File: config.mk
export PLATFORM = sky130hd
export DESIGN_NAME = pipe_bus_arbiter
export DESIGN_NICKNAME = d
export VERILOG_FILES = /design/src/rtl/pipe_arb_pkg.sv /design/src/rtl/mux.sv /design/src/rtl/pipe_bus_arbiter.sv
export SDC_FILE = /design/constraint.sdc
export NUM_CORES = 1
export LEC_CHECK = 0
export CAP_MARGIN = 20
export CORE_UTILIZATION = 40
export CTS_CLUSTER_SIZE = 20
export DETAILED_ROUTE_END_ITERATION = 10
export PLACE_DENSITY = 0.78
export SLEW_MARGIN = 20
export SYNTH_ARGS = -nofsm -noshare
export SYNTH_HDL_FRONTEND = slang
export SYNTH_SLANG_ARGS = --single-unit
File: constraint.sdc
create_clock -name clk -period 1.4 [get_ports clk]
set_clock_uncertainty 0.15 [all_clocks]
set_input_delay 0.14 -clock clk [delete_from_list [all_inputs] [get_ports clk]]
set_output_delay 0.14 -clock clk [all_outputs]
set_load 0.05 [all_outputs]
File: src/rtl/pipe_arb_pkg.sv
// Shared types and constants for the two-source pipeline bus arbiter.
package pipe_arb_pkg;

    typedef enum logic [0:0] {
        IDLE  = 1'b0,
        BURST = 1'b1
    } state_t;

    localparam logic SRC_LSB = 1'b0;
    localparam logic SRC_MSB = 1'b1;

    localparam int unsigned DEF_NBITS = 7;

endpackage

File: src/rtl/mux.sv
// Parameterised 2:1 selector; rst forces the output to zero.
module mux #(
    parameter int unsigned nbits = 7
) (
    input  logic             rst,
    input  logic             dec,
    input  logic [nbits-1:0] in0,
    input  logic [nbits-1:0] in1,
    output logic [nbits-1:0] out_c
);

    always_comb begin
        out_c = '0;
        if (!rst) begin
            out_c = dec ? in1 : in0;
        end
    end

endmodule

File: src/rtl/pipe_bus_arbiter.sv
// Round-robin burst arbiter sharing the pipeline bus between an LSB and an MSB
// source, with a registered valid/ready output stage.
module pipe_bus_arbiter
    import pipe_arb_pkg::*;
#(
    parameter int unsigned NBITS     = DEF_NBITS,
    parameter int unsigned MAX_BURST = 8
) (
    input  logic             clk,
    input  logic             rst,
    input  logic             req_lsb,
    input  logic [NBITS-1:0] data_lsb,
    input  logic             last_lsb,
    output logic             ack_lsb,
    input  logic             req_msb,
    input  logic [NBITS-1:0] data_msb,
    input  logic             last_msb,
    output logic             ack_msb,
    output logic [NBITS-1:0] out_data,
    output logic             out_sel,
    output logic             out_valid,
    input  logic             out_ready,
    output logic             grant_lsb,
    output logic             grant_msb,
    output logic             busy
);

    localparam int unsigned     CNTW     = 8;
    localparam logic [CNTW-1:0] CNT_LAST = CNTW'(MAX_BURST - 1);

    state_t            r_state;
    state_t            w_next_state;
    logic              r_last_win;
    logic              r_sel;
    logic              r_grant_lsb;
    logic              r_grant_msb;
    logic [CNTW-1:0]   r_cnt;
    logic [NBITS-1:0]  r_out_data;
    logic              r_out_sel;
    logic              r_out_valid;

    logic [NBITS-1:0]  w_sel_data;
    logic              w_free;
    logic              w_ack_lsb;
    logic              w_ack_msb;
    logic              w_ack;
    logic              w_last;
    logic              w_end;
    logic              w_start;
    logic              w_win;

    mux #(
        .nbits (NBITS)
    ) u_mux (
        .rst   (1'b0),
        .dec   (r_sel),
        .in0   (data_lsb),
        .in1   (data_msb),
        .out_c (w_sel_data)
    );

    // Accept only when the output register is empty or draining this cycle.
    assign w_free    = !r_out_valid || out_ready;
    assign w_ack_lsb = r_grant_lsb && req_lsb && w_free;
    assign w_ack_msb = r_grant_msb && req_msb && w_free;
    assign w_ack     = w_ack_lsb || w_ack_msb;
    assign w_last    = (r_sel == SRC_MSB) ? last_msb : last_lsb;
    assign w_end     = w_ack && (w_last || (r_cnt == CNT_LAST));

    // Next state and arbitration decision.
    always_comb begin
        w_next_state = r_state;
        w_start      = 1'b0;
        w_win        = r_sel;
        case (r_state)
            IDLE: begin
                if (req_lsb || req_msb) begin
                    w_next_state = BURST;
                    w_start      = 1'b1;
                    w_win        = (req_lsb && req_msb) ? !r_last_win : req_msb;
                end
            end
            BURST: begin
                if (w_end) begin
                    w_next_state = IDLE;
                end
            end
            default: w_next_state = IDLE;
        endcase
    end

    always_ff @(posedge clk) begin
        if (rst) begin
            r_state <= IDLE;
        end else begin
            r_state <= w_next_state;
        end
    end

    // Grant, pointer, beat counter and output register.
    always_ff @(posedge clk) begin
        if (rst) begin
            r_last_win  <= SRC_MSB;
            r_sel       <= SRC_LSB;
            r_grant_lsb <= 1'b0;
            r_grant_msb <= 1'b0;
            r_cnt       <= '0;
            r_out_data  <= '0;
            r_out_sel   <= 1'b0;
            r_out_valid <= 1'b0;
        end else begin
            if (w_start) begin
                r_sel       <= w_win;
                r_cnt       <= '0;
                r_grant_lsb <= (w_win == SRC_LSB);
                r_grant_msb <= (w_win == SRC_MSB);
            end
            if (w_ack) begin
                r_cnt <= r_cnt + CNTW'(1);
            end
            if (w_end) begin
                r_last_win  <= r_sel;
                r_grant_lsb <= 1'b0;
                r_grant_msb <= 1'b0;
            end
            if (w_ack) begin
                r_out_data  <= w_sel_data;
                r_out_sel   <= r_sel;
                r_out_valid <= 1'b1;
            end else if (r_out_valid && out_ready) begin
                r_out_valid <= 1'b0;
            end
        end
    end

    assign ack_lsb   = w_ack_lsb;
    assign ack_msb   = w_ack_msb;
    assign out_data  = r_out_data;
    assign out_sel   = r_out_sel;
    assign out_valid = r_out_valid;
    assign grant_lsb = r_grant_lsb;
    assign grant_msb = r_grant_msb;
    assign busy      = (r_state == BURST);

endmodule

==> impl_metrics.tcl <==
set metrics [dict create \
    initialDrtViolationCount 27 \
    ys.warnings.count 0 \
    synth_cell_types 32 \
    fill_cells 131 \
    cp.arrival_ns 1.30 \
    synth_fa_ha_area_share_pct 1.20 \
    syn_avg_cell_area_um2 9.01 \
    gr-total-overflow 0 \
    start_util_pct 42.2 \
    timing.rr.start "grant_msb$_SDFFE_PP0P_" \
    die_y_um 53.1 \
    cts_max_path_buffers 2 \
    yosys.area.top_type_share_pct 42.2 \
    cp-end-kind "primary output" \
    num_vias 1169 \
    syn_inst 116 \
    max_cap_violations 0 \
    grt_start_max_net_pins 24 \
    cp_max_fo 3 \
    portBuffers 34 \
    routed_wl_mm 4.08 \
    synth_top_area_cell "dfxtp_1" \
    drive_above_1_share_pct 52.0 \
    die_area_um2 2820 \
    antenna_found_initial 0 \
    fin_nets 196 \
    dr.pass1.iters 4 \
    synth_seq_area_share_pct 42.2 \
    n_antenna_cell 0 \
    worst_hold_path_type "in -> reg" \
    vdd_ir_drop_max_v 0.00110 \
    cts_made_buffers 3 \
    synth_top_family_by_area "compound AO/OA/AOI/OAI gates" \
    detail-route-antenna-nets 0 \
    synthMuxAreaShare_pct 10.7 \
    coreArea_um2 2480 \
    fmax_mhz 630 \
    power_density_nw_per_um2 1010 \
    cts_tree "done" \
    min_to "out_data[3]$_SDFFE_PP0P_" \
    synthSimpleGateAreaFrac_pct 20.7 \
    setup.worst_path.class "reg -> out" \
    synth-edff-count 0 \
    multi_input_area_um2 753 \
    report.final.slew_viol_count 0 \
    seq_area_um2 455 \
    yosys-top-cells-area "dfxtp_1, mux2i_1, nor2_1" \
    num_io_pins 35 \
    place_congestion 0.767 \
    start_kind "flop" \
    holdPathStages 3 \
    reg2reg_depth 5 \
    worstMarginPinSlew_ns 0.377 \
    final_core_util_pct 82.6 \
    synth_xor_area_share_pct 0 \
    grt_pass1_vias 1107 \
    wl_per_cell_um 20.1 \
    period_minus_slack_ns 1.59 \
    outcome "complete, but fails checks" \
    violations "setup timing" \
    leakagePower_nw 0.764 \
    maxSlewHeadroom_pct 74.2 \
    htree_levels 1 \
    drc_errors 0 \
    rsz0062_at_grt "true" \
    ys_ff_latch 22 \
    r2r_end "out_sel$_SDFFE_PP0P_" \
    holdBufCountCts 0 \
    rows 18 \
    crit_required_ns 1.11 \
    yosysMostFrequentCell "dfxtp_1" \
    grt_pass1_wl_mm 5.05 \
    clock_sinks 22 \
    clk_latency_ns 0.34 \
    finalHoldViolations 0 \
    area_growth_pct 95.9 \
    die_w_um 53.1 \
    dp_hpwl_mm 2.16 \
    synthTopCellsByCount "dfxtp_1, nor2_1, a21oi_1, mux2i_1, a211oi_1" \
    finalCritPeriodShare_pct 113 \
    synthesis.area_um2 1040 \
    vias_per_cell 5.76 \
    ys.flop_type "dfxtp_1" \
    async_reset_ff_share_pct 0 \
    clk_pin_slew_ns 0.16 \
    synth_fp_nets 138 \
    fin_ws_ns -0.187 \
    synth-compound-area-share_pct 21.1 \
    hold_start "data_lsb[3]" \
    cts_root_buffer "clkbuf_4" \
    rrSetupSlack_ns -0.15 \
    setup_viol 19 \
    grt_use_total_pct 25.8 \
    p_total_mw 2.06 \
]
[through the flow]
step	cell area (µm²)	instances	hold slack, ns	TNS (ns)	setup slack, ns
2_1_floorplan	1070	116	0.0621	-0.464	-0.0998
4_1_cts	1870	201	0.306	-0.311	-0.124
3_5_place_dp	1720	192	0.327	-6.35	-0.392
6_report	2050	203	0.312	-1.36	-0.187
5_1_grt	2050	203	0.337	-2.26	-0.220
3_3_place_gp	1720	192	0.318	-5.24	-0.284
[cell type report]
cell class	instances	area share, %
tap	30	1.83
clock buffer	3	1.10
inverter	1	0.183
sequential	22	22.2
timing repair buffer	60	36.4
multi-input combinational	86	36.8
clock inverter	1	1.47
[how the worst max path moves through the flow]
stage | depth (start not counted) | to | startpoint
global placement | 6 | r_cnt[4]$_SDFFE_PP0P_ | req_lsb
CTS | 4 | ack_lsb | out_valid$_SDFFE_PP0P_
floorplan | 2 | ack_lsb | out_valid$_SDFFE_PP0P_
detailed placement | 5 | r_cnt[5]$_SDFFE_PP0P_ | req_lsb
finish | 4 | ack_msb | grant_msb$_SDFFE_PP0P_
global route | 5 | out_sel$_SDFFE_PP0P_ | grant_msb$_SDFFE_PP0P_
[routing by layer]
metal | track usage [%] | wire (µm) | vias up
li1 | - | - | 540
met1 | 28.3 | 1550 | 560
met2 | 44.7 | 2120 | 53
met3 | 8.62 | 248 | 16
met4 | 11.0 | 155 | 0
met5 | 0 | 0 | -
[where the power goes]
part / internal, mW / leakage [nW] / switching [mW]
Sequential: 0.671 / 0.183 / 0.0500
Clock: 0.290 / 0.0279 / 0.240
Combinational: 0.408 / 0.554 / 0.398
[cell usage in the layout, fill, tap and decap left out, drive strengths merged, types with 4 or more instances in the layout]
cell type / instances
buf: 39
dfxtp: 22
clkdlybuf4s50: 20
nor2: 19
a21oi: 11
mux2i: 10
a211oi: 7
nand2: 6
nor3: 5
a311oi: 4
clkbuf: 4
nand3: 4
[kinds of logic after synthesis]
kind of cell	Yosys count
buffers and inverters	8
flip-flops	22
multiplexers	11
AO/OA/AOI/OAI	31
AND/OR/NAND/NOR	43
adder cells (fa/ha/maj)	1
[state kept, by name (all words and copies together), names as in the netlist]
signal      count
busy            1
grant_lsb       1
grant_msb       1
out_data        7
out_sel         1
out_valid       1
r_cnt           8
r_last_win      1
r_sel           1
[timing repair]
action	in CTS	in global routing
resized for setup	14	36
setup endpoints to repair	17	23
setup buffers	5	2
pin swaps	8	17
cloned	0	1
[critical path, stage by stage (launching register included)]
cell and delay [ns]:
dfxtp_4 0.40, buf_4 0.13, nand2_1 0.12, nor2_4 0.16, buf_12 0.14
(Power assumes the default switching activity.)
